**src/rtl/vga_timing_engine_if.sv**
```systemverilog
// Pixel fetch handshake between the VGA timing engine and its pixel source.
//   req_valid   engine -> source : one-clk strobe that requests one pixel
//   req_x/req_y engine -> source : column/row of the requested pixel
//   in_valid    source -> engine : the source colour is valid
//   in_r/g/b    source -> engine : source colour, COLOR_W bits per channel
// The engine connects through the master modport and the source through the
// slave modport.
interface vga_timing_engine_if #(
  parameter int COLOR_W = 4
);
  logic               req_valid;
  logic [10:0]        req_x;
  logic [10:0]        req_y;
  logic               in_valid;
  logic [COLOR_W-1:0] in_r;
  logic [COLOR_W-1:0] in_g;
  logic [COLOR_W-1:0] in_b;

  modport master (
    output req_valid, req_x, req_y,
    input  in_valid, in_r, in_g, in_b
  );

  modport slave (
    input  req_valid, req_x, req_y,
    output in_valid, in_r, in_g, in_b
  );
endinterface

```
**src/rtl/vga_timing_engine.sv**
```systemverilog
// VGA timing engine.
// A clock divider produces pixel ticks. On each tick the h/v raster counters
// advance, an in-frame position raises a pixel fetch request, and raw
// sync/de/position enter a FETCH_LAT-deep pipeline. FETCH_LAT ticks after a
// request, the delayed sync/de and the source colour are registered onto the
// outputs. Active pixels without valid source data are blanked and flagged as
// an underrun.
// Ports:
//   clk             clock
//   reset           synchronous, active-low reset
//   fetch           pixel fetch handshake (master modport of vga_timing_engine_if)
//   pattern_en      selects the built-in test pattern (only with the macro below)
//   hsync/vsync     sync outputs, asserted level set by HSYNC_POL/VSYNC_POL
//   de              display enable
//   r/g/b           output colour
//   line_start      one-clk pulse when the output stage shows column 0
//   frame_start     one-clk pulse when the output stage shows column 0, row 0
//   underrun        one-clk pulse when an active pixel had no valid data
//   underrun_sticky latched underrun, cleared by reset or frame_start
// Build option: define VGA_TEST_PATTERN_EN to include the test pattern
// generator; without it pattern_en is ignored.
module vga_timing_engine #(
  parameter int H_ACTIVE  = 800,
  parameter int H_FP      = 40,
  parameter int H_SYNC    = 128,
  parameter int H_BP      = 88,
  parameter int V_ACTIVE  = 600,
  parameter int V_FP      = 1,
  parameter int V_SYNC    = 4,
  parameter int V_BP      = 23,
  parameter int HSYNC_POL = 1,
  parameter int VSYNC_POL = 1,
  parameter int PIX_DIV   = 1,
  parameter int FETCH_LAT = 2,
  parameter int COLOR_W   = 4
) (
  input  logic                clk,
  input  logic                reset,
  vga_timing_engine_if.master fetch,
  input  logic                pattern_en,
  output logic                hsync,
  output logic                vsync,
  output logic                de,
  output logic [COLOR_W-1:0]  r,
  output logic [COLOR_W-1:0]  g,
  output logic [COLOR_W-1:0]  b,
  output logic                line_start,
  output logic                frame_start,
  output logic                underrun,
  output logic                underrun_sticky
);

  localparam int H_TOTAL = H_ACTIVE + H_FP + H_SYNC + H_BP;
  localparam int V_TOTAL = V_ACTIVE + V_FP + V_SYNC + V_BP;

  localparam logic [10:0] H_LAST = 11'(H_TOTAL - 1);
  localparam logic [10:0] V_LAST = 11'(V_TOTAL - 1);
  localparam logic [10:0] H_ACT  = 11'(H_ACTIVE);
  localparam logic [10:0] V_ACT  = 11'(V_ACTIVE);
  localparam logic [10:0] HS_BEG = 11'(H_ACTIVE + H_FP);
  localparam logic [10:0] HS_END = 11'(H_ACTIVE + H_FP + H_SYNC);
  localparam logic [10:0] VS_BEG = 11'(V_ACTIVE + V_FP);
  localparam logic [10:0] VS_END = 11'(V_ACTIVE + V_FP + V_SYNC);

  localparam logic HS_ON = (HSYNC_POL != 0);
  localparam logic VS_ON = (VSYNC_POL != 0);

  localparam int          DIV_W    = (PIX_DIV > 1) ? $clog2(PIX_DIV) : 1;
  localparam logic [DIV_W-1:0] DIV_LAST = DIV_W'(PIX_DIV - 1);

  // One pipeline entry. vld distinguishes real positions from the cleared
  // entries left by reset, so those never fire line_start/frame_start.
  typedef struct packed {
    logic        vld;
    logic        de;
    logic        hs;
    logic        vs;
    logic [10:0] x;
    logic [10:0] y;
  } stage_t;

  logic [DIV_W-1:0]   div_q, div_d;
  logic [10:0]        h_q, h_d;
  logic [10:0]        v_q, v_d;
  logic               tick;
  logic               active;

  logic               req_valid_q;
  logic [10:0]        req_x_q, req_y_q;

  stage_t             pipe_q [FETCH_LAT];
  stage_t             stage_in;
  stage_t             pipe_out;

  logic               hsync_q, vsync_q, de_q;
  logic [COLOR_W-1:0] r_q, g_q, b_q;
  logic               line_start_q, frame_start_q;
  logic               underrun_q, sticky_q;

  logic [COLOR_W-1:0] src_r, src_g, src_b;
  logic               src_ok;
  logic               pix_miss;
  logic               pix_show;
  logic               ls_d, fs_d;
  logic [COLOR_W-1:0] r_d, g_d, b_d;

  // Divider and raster counters
  always_comb begin
    tick   = (div_q == DIV_LAST);
    div_d  = tick ? '0 : div_q + 1'b1;
    h_d    = (h_q == H_LAST) ? '0 : h_q + 11'd1;
    v_d    = v_q;
    if (h_q == H_LAST) begin
      v_d = (v_q == V_LAST) ? '0 : v_q + 11'd1;
    end
    active = (h_q < H_ACT) && (v_q < V_ACT);
  end

  // Raw timing for the current position
  always_comb begin
    stage_in.vld = 1'b1;
    stage_in.de  = active;
    stage_in.hs  = (h_q >= HS_BEG) && (h_q < HS_END);
    stage_in.vs  = (v_q >= VS_BEG) && (v_q < VS_END);
    stage_in.x   = h_q;
    stage_in.y   = v_q;
  end

  assign pipe_out = pipe_q[FETCH_LAT-1];

  // Colour source selection
  always_comb begin
    src_r  = fetch.in_r;
    src_g  = fetch.in_g;
    src_b  = fetch.in_b;
    src_ok = fetch.in_valid;
`ifdef VGA_TEST_PATTERN_EN
    if (pattern_en) begin
      src_r  = COLOR_W'(pipe_out.x);
      src_g  = COLOR_W'(pipe_out.x >> COLOR_W);
      src_b  = COLOR_W'(pipe_out.y);
      src_ok = 1'b1;
    end
`endif
  end

`ifndef VGA_TEST_PATTERN_EN
  logic unused_pattern_en;
  assign unused_pattern_en = pattern_en;
`endif

  // Output stage decisions for the delayed position
  always_comb begin
    pix_miss = pipe_out.de & ~src_ok;
    pix_show = pipe_out.de & src_ok;
    r_d      = pix_show ? src_r : '0;
    g_d      = pix_show ? src_g : '0;
    b_d      = pix_show ? src_b : '0;
    ls_d     = pipe_out.vld && (pipe_out.x == '0);
    fs_d     = ls_d && (pipe_out.y == '0);
  end

  always_ff @(posedge clk) begin
    if (!reset) begin
      div_q         <= '0;
      h_q           <= '0;
      v_q           <= '0;
      req_valid_q   <= 1'b0;
      req_x_q       <= '0;
      req_y_q       <= '0;
      for (int unsigned i = 0; i < FETCH_LAT; i++) begin
        pipe_q[i] <= '0;
      end
      hsync_q       <= ~HS_ON;
      vsync_q       <= ~VS_ON;
      de_q          <= 1'b0;
      r_q           <= '0;
      g_q           <= '0;
      b_q           <= '0;
      line_start_q  <= 1'b0;
      frame_start_q <= 1'b0;
      underrun_q    <= 1'b0;
      sticky_q      <= 1'b0;
    end else begin
      div_q         <= div_d;
      req_valid_q   <= 1'b0;
      line_start_q  <= 1'b0;
      frame_start_q <= 1'b0;
      underrun_q    <= 1'b0;
      if (tick) begin
        h_q         <= h_d;
        v_q         <= v_d;
        req_valid_q <= active;
        if (active) begin
          req_x_q <= h_q;
          req_y_q <= v_q;
        end
        for (int unsigned i = FETCH_LAT - 1; i > 0; i--) begin
          pipe_q[i] <= pipe_q[i-1];
        end
        pipe_q[0]     <= stage_in;
        hsync_q       <= HS_ON ? pipe_out.hs : ~pipe_out.hs;
        vsync_q       <= VS_ON ? pipe_out.vs : ~pipe_out.vs;
        de_q          <= pipe_out.de;
        r_q           <= r_d;
        g_q           <= g_d;
        b_q           <= b_d;
        line_start_q  <= ls_d;
        frame_start_q <= fs_d;
        underrun_q    <= pix_miss;
        // A new underrun on the frame_start pixel keeps the flag set.
        sticky_q      <= pix_miss | (sticky_q & ~fs_d);
      end
    end
  end

  assign fetch.req_valid = req_valid_q;
  assign fetch.req_x     = req_x_q;
  assign fetch.req_y     = req_y_q;

  assign hsync           = hsync_q;
  assign vsync           = vsync_q;
  assign de              = de_q;
  assign r               = r_q;
  assign g               = g_q;
  assign b               = b_q;
  assign line_start      = line_start_q;
  assign frame_start     = frame_start_q;
  assign underrun        = underrun_q;
  assign underrun_sticky = sticky_q;

endmodule

```
**src/flat_wrapper.sv**
```systemverilog
// flat-port wrapper written by rule: the top's interface ports become plain ports
module vga_timing_engine_flat 
#(
  parameter int H_ACTIVE  = 800,
  parameter int H_FP      = 40,
  parameter int H_SYNC    = 128,
  parameter int H_BP      = 88,
  parameter int V_ACTIVE  = 600,
  parameter int V_FP      = 1,
  parameter int V_SYNC    = 4,
  parameter int V_BP      = 23,
  parameter int HSYNC_POL = 1,
  parameter int VSYNC_POL = 1,
  parameter int PIX_DIV   = 1,
  parameter int FETCH_LAT = 2,
  parameter int COLOR_W   = 4
)
  (clk, reset, pattern_en, hsync, vsync, de, r, g, b, line_start, frame_start, underrun, underrun_sticky, fetch_req_valid, fetch_req_x, fetch_req_y, fetch_in_valid, fetch_in_r, fetch_in_g, fetch_in_b);
  vga_timing_engine_if #(.COLOR_W(COLOR_W)) fetch_i ();
  input  logic clk;
  input  logic reset;
  input  logic pattern_en;
  output logic hsync;
  output logic vsync;
  output logic de;
  output logic [COLOR_W-1:0] r;
  output logic [COLOR_W-1:0] g;
  output logic [COLOR_W-1:0] b;
  output logic line_start;
  output logic frame_start;
  output logic underrun;
  output logic underrun_sticky;
  output wire logic [$bits(fetch_i.req_valid)-1:0] fetch_req_valid;
  output wire logic [$bits(fetch_i.req_x)-1:0] fetch_req_x;
  output wire logic [$bits(fetch_i.req_y)-1:0] fetch_req_y;
  input wire logic [$bits(fetch_i.in_valid)-1:0] fetch_in_valid;
  input wire logic [$bits(fetch_i.in_r)-1:0] fetch_in_r;
  input wire logic [$bits(fetch_i.in_g)-1:0] fetch_in_g;
  input wire logic [$bits(fetch_i.in_b)-1:0] fetch_in_b;
  assign fetch_req_valid = fetch_i.req_valid;
  assign fetch_req_x = fetch_i.req_x;
  assign fetch_req_y = fetch_i.req_y;
  assign fetch_i.in_valid = fetch_in_valid;
  assign fetch_i.in_r = fetch_in_r;
  assign fetch_i.in_g = fetch_in_g;
  assign fetch_i.in_b = fetch_in_b;
  vga_timing_engine #(.H_ACTIVE(H_ACTIVE), .H_FP(H_FP), .H_SYNC(H_SYNC), .H_BP(H_BP), .V_ACTIVE(V_ACTIVE), .V_FP(V_FP), .V_SYNC(V_SYNC), .V_BP(V_BP), .HSYNC_POL(HSYNC_POL), .VSYNC_POL(VSYNC_POL), .PIX_DIV(PIX_DIV), .FETCH_LAT(FETCH_LAT), .COLOR_W(COLOR_W)) u_core (.clk(clk), .reset(reset), .fetch(fetch_i), .pattern_en(pattern_en), .hsync(hsync), .vsync(vsync), .de(de), .r(r), .g(g), .b(b), .line_start(line_start), .frame_start(frame_start), .underrun(underrun), .underrun_sticky(underrun_sticky));
endmodule
```
**config.mk**
```make
export PLATFORM = sky130hd
export DESIGN_NAME = vga_timing_engine_flat
export DESIGN_NICKNAME = d
export VERILOG_FILES = /design/src/rtl/vga_timing_engine_if.sv /design/src/rtl/vga_timing_engine.sv /design/src/flat_wrapper.sv
export SDC_FILE = /design/constraint.sdc
export NUM_CORES = 1
export LEC_CHECK = 0
export CAP_MARGIN = 10
export CORE_MARGIN = 5
export CORE_UTILIZATION = 40
export DETAILED_ROUTE_END_ITERATION = 7
export GPL_TIMING_DRIVEN = 0
export REMOVE_ABC_BUFFERS = 1
export SYNTH_ARGS = -nofsm -noshare
export SYNTH_HDL_FRONTEND = slang
export SYNTH_SLANG_ARGS = --single-unit
export TNS_END_PERCENT = 20
```
**constraint.sdc**
```tcl
create_clock -name clk -period 3.5 [get_ports clk]
set_input_delay 0.525 -clock clk [delete_from_list [all_inputs] [get_ports clk]]
set_output_delay 0.525 -clock clk [all_outputs]
set_load 0.02 [all_outputs]
```
# ---- Word level (Yosys, flattened, before mapping)
# Memories as Yosys holds them, arrays and structs flattened.
# Cells that the tools add are included.
dict set report word_totals {
  register_bits 65
  ram_bits 52
  in_bits 16
  out_inout_bits 42
  word_cells 60
  mem_count 1
}
# name depth word_bits rd rd_clocked_by_memory_dff wr line_no
set mem_list {}
lappend mem_list {u_core.pipe_q 2 26 2 0 2 vga_timing_engine.sv:91} ;# stage_t pipe_q [FETCH_LAT];
dict set report op_classes {
  add_sub_neg 3
  n_lt_le_gt_ge 6
  n_eq_ne 2
  muxes 11
  n_bitwise 10
  reduce_logical 11
}
# op n
set op_table {}
lappend op_table {{$mux 26} 2}
lappend op_table {{$lt 11x10->1 const B} 4}
lappend op_table {{$add 11x1->11 const B} 2}
lappend op_table {{$ge 11x10->1 const B} 2}
lappend op_table {{$logic_not 11->1} 2}
lappend op_table {{$mux 11} 2}
lappend op_table {{$mux 4} 3}
lappend op_table {{$eq 11x10->1 const B} 1}
lappend op_table {{$eq 11x11->1 const B} 1}
lappend op_table {{$reduce_and 2->1} 3}
lappend op_table {{$logic_and 1x1->1} 5}
lappend op_table {{$mux 1} 4}
lappend op_table {{$not 1->1} 4}
lappend op_table {{$and 1x1->1} 3}
lappend op_table {{$or 1x1->1} 3}
lappend op_table {{$reduce_or 2->1} 1}
lappend op_table {{$add 1x1->1 const B} 1}

# ---- Depth between registers and ports, before layout
# An unclocked memory read counts as a cell.
dict set report logic_depth {
  depth_word 7
  depth_mapped 7
  ltp_nobuf 5
}

# ---- Worst setup path before layout
# Ideal clock, no wire load.
dict set report synth_timing {
  kind {input to register}
  from {in reset}
  to {reg u_core.h_q[0]}
  setup_ps 116
  arrival_ps 2050
  t_required_ps 3384
  setup_slack_ps 1334
  stages 4
  path_buffers 0
  cell_sequence {and2_1 > inv_1 > nor2_1 > a31o_2}
}
# element line_no
set synth_rtl {}
lappend synth_rtl {{start, declared} flat_wrapper.sv:21} ;# input logic reset;
lappend synth_rtl {{end signal, assigned} vga_timing_engine.sv:166} ;# h_q <= '0;
lappend synth_rtl {{end signal, assigned} vga_timing_engine.sv:191} ;# h_q <= h_d;
lappend synth_rtl {{end, declared} vga_timing_engine.sv:83} ;# logic [10:0] h_q, h_d;

==> results.sh <==
export IMPL_outcome="complete, no violations"
export IMPL_timing_fmax_ghz=0.340
export IMPL_final_nets=479
export IMPL_fp_dieH_um=119
export IMPL_rsz0062_at_grt="false"
export IMPL_crit_family="buffers and inverters"
export IMPL_vdd_drop_max_mv=0.223
export IMPL_start_util=0.402
export IMPL_dr_total_vias=3059
export IMPL_p_per_area_mw_per_mm2=561
export IMPL_drc=0
export IMPL_drt_wirelength_per_cell_um=14.0
export IMPL_final_cell_mix="65 x dfxtp_1, 55 x clkdlybuf4s50_1, 53 x nand2_1, 52 x edfxtp_1, 48 x and2_1"
export IMPL_clkTransAtPathRegs_ns=0.05
export IMPL_maxUsedRoutingLayer="met4"
export IMPL_grt_pass1_vias=3094
export IMPL_ys_flop_type="dfxtp_1"
export IMPL_wl_met2_um=3790
export IMPL_route_met3_wl_um=386
export IMPL_max_stage_delay_ns=0.88
export IMPL_cp_buffers_inverters=2
export IMPL_drv_cap=0
export IMPL_cp_arrival_ns=3.28
export IMPL_ys_seq_area_frac=0.600
export IMPL_ant_nets=0
export IMPL_synth_edf_count=52
export IMPL_clkLatencyLatePin_ns=0.40
export IMPL_grtUsageTotal=0.130
export IMPL_cellLeakagePower_uw=0.00221
export IMPL_max_clock_path_buffers=2
export IMPL_crit_path_start="reset"
export IMPL_cts_setup_buffers=0
export IMPL_gp_congestion=0.747
export IMPL_crit_path_end="u_core.b[0]"
export IMPL_syn_avg_cell_area_um2=11.6
export IMPL_grt_pass1_wl_um=14900
export IMPL_synth_distinct_cells=49
export IMPL_gr_total_overflow=0
export IMPL_tns_ns=0
export IMPL_grt_max_degree=50
export IMPL_coreArea_mm2=0.0119
export IMPL_postRouteWirelength_um=8670
export IMPL_ys_warn_count=0
export IMPL_dieWidth_um=119
export IMPL_ys_ff_latch=117
export IMPL_numCtsBuffers=17
export IMPL_async_reset_ff_frac=0
export IMPL_final_common_cell="dfxtp_1"
export IMPL_r2r_cells=4
export IMPL_clock_root_buffer="clkbuf_16"
export IMPL_worstMarginPinSlew_ns=1.05
export IMPL_worstSetupPathType="input port to flop"
export IMPL_r2r_end="u_core.b[0]"
export IMPL_post_cts_resize_count=0
export IMPL_area_growth_pct=24.2
export IMPL_max_slew_margin=0.298
export IMPL_diodes=0
export IMPL_dpl_cell_area_mm2=0.00531
export IMPL_slowest_stage="inv_1"
export IMPL_path_cells="buf_2 -> nand2b_1 -> inv_1 -> and3_1 -> a22o_1"
export IMPL_post_route_cell_area_mm2=0.00593
export IMPL_finClkSkew_ns=0.00768
export IMPL_worst_setup_path_end_kind="flop"
export IMPL_p_total_uw=3330
export IMPL_required_ns=3.84
export IMPL_port_buffers=56
export IMPL_reg2reg_setup_slack_ns=0.94
export IMPL_die_area_mm2=0.0142
export IMPL_rows=40
export IMPL_wl_met1_um=4400
export IMPL_io_pins=58
export IMPL_tritoncts="built"
export IMPL_hold_viol=0
export IMPL_path_max_fanout=49
export IMPL_setup_viol=0
export IMPL_holdBufCountCts=0
export IMPL_cts_sinks=117
export IMPL_grt_antenna_before_repair=0
export IMPL_drt_iter0_drc=120
export IMPL_cp_start_kind="input port"
export IMPL_fin_crit_sh=0.840
export IMPL_reg2reg_from="u_core.div_q"
export IMPL_slew_violations=0
export IMPL_final_layout_size_suffix_gt1_frac=0.0890
export IMPL_cp_num_cells=5
export IMPL_holdCritPathClass="flop to flop"
export IMPL_fin_crit_ns=2.94
export IMPL_syn_inst=410
export IMPL_fin_util=0.500
export IMPL_via_per_inst=4.94
export IMPL_netlist_area_mm2=0.00477
export IMPL_first_pass_iters=5
export IMPL_htreeDepth=4
export IMPL_dp_hpwl_um=5470
area by class of cell:
cell class                      instances  area (µm²)
Clock buffer                           28         601
Clock inverter                          4        22.5
Fill cell                            1057        5930
Inverter                                7        26.3
Multi-Input combinational cell        258        1640
Sequential cell                       117        2860
Tap cell                              147         184
Timing Repair Buffer                   58         591
state kept, by name (all words and copies together), names as in the netlist:
register / flops
u_core.frame_start: 1
u_core.underrun_sticky: 1
u_core.div_q: 1
u_core.vsync: 1
u_core.b: 4
u_core.underrun: 1
u_core.fetch.req_y: 11
u_core.v_q: 11
u_core.de: 1
u_core.pipe_q: 52
u_core.line_start: 1
u_core.fetch.req_x: 11
u_core.g: 4
u_core.hsync: 1
u_core.h_q: 11
u_core.r: 4
u_core.fetch.req_valid: 1
routing by layer:
layer / vias up / track usage
li1: 1540 / -
met3: 9 / 0.0446
met1: 1433 / 0.173
met5: - / 0
met4: 0 / 0.0608
met2: 77 / 0.191
stage by stage:
stage / setup WS [ns] / hold WS, ns / cells
finish: 0.561 / 0.455 / 619
global route: 0.150 / 0.469 / 619
CTS: 0.504 / 0.461 / 619
detailed placement: 0.0869 / 0.446 / 587
global placement: -1.05 / 0.444 / 585
floorplan: 1.23 / 0.453 / 382
worst reg2reg max path, delay by kind of cell (launching register included):
family | cells | cell delay [ns]
compound gates | 1 | 0.20
flops | 1 | 0.47
simple gates | 2 | 0.95
buf+inv | 1 | 0.88
worst min path at each step:
stage,from,endpoint,slack [ns],depth (start not counted)
after CTS,u_core.fetch.req_x[3],u_core.fetch.req_x[3],0.46,2
after floorplan,u_core.pipe_q[0][49],u_core.hsync,0.45,2
after global placement,u_core.fetch.req_x[3],u_core.fetch.req_x[3],0.44,2
final,u_core.fetch.req_x[6],u_core.fetch.req_x[6],0.46,2
after detailed placement,u_core.fetch.req_x[3],u_core.fetch.req_x[3],0.45,2
after global routing,u_core.fetch.req_x[3],u_core.fetch.req_x[3],0.47,2
cells in the mapped netlist, types with 3 or more instances:
cell type | number | area, µm²
ha_1 | 4 | 50.1
and3_1 | 5 | 31.3
clkbuf_8 | 5 | 68.8
o22ai_1 | 6 | 37.5
xor2_1 | 5 | 43.8
and2_1 | 48 | 300
nand2_1 | 53 | 199
nand3_1 | 7 | 35.0
nor4_1 | 6 | 37.5
a22o_1 | 12 | 105
xnor2_1 | 5 | 43.8
buf_6 | 3 | 33.8
nand3b_1 | 4 | 30.0
nor2_1 | 22 | 82.6
a21oi_1 | 11 | 55.1
edfxtp_1 | 52 | 1560
dfxtp_1 | 65 | 1300
or3_1 | 4 | 25.0
o21ai_0 | 4 | 20.0
clkbuf_1 | 16 | 60.1
inv_1 | 7 | 26.3
nor3_1 | 4 | 20.0
mux2i_1 | 23 | 230
nand4_1 | 8 | 50.1
where the power goes:
part           total [µW]  leakage, µW  switching (µW)  internal [µW]
Sequential           1480      0.00110            14.9           1470
Combinational         112     0.000798            65.3           46.6
Clock                1730     0.000315             568           1160
kinds of logic (layout without fill, tap and decap cells):
logic type,Yosys count,after routing,synth area share
compound gates,40,40,0.0577
buf+inv,35,97,0.0558
other cells,1,1,0.000786
flops,117,117,0.600
xor+xnor,10,10,0.0183
mux,23,23,0.0482
simple gates,180,180,0.209
fa+ha+maj,4,4,0.0105
Note: power is estimated with default switching activity, not from simulation.
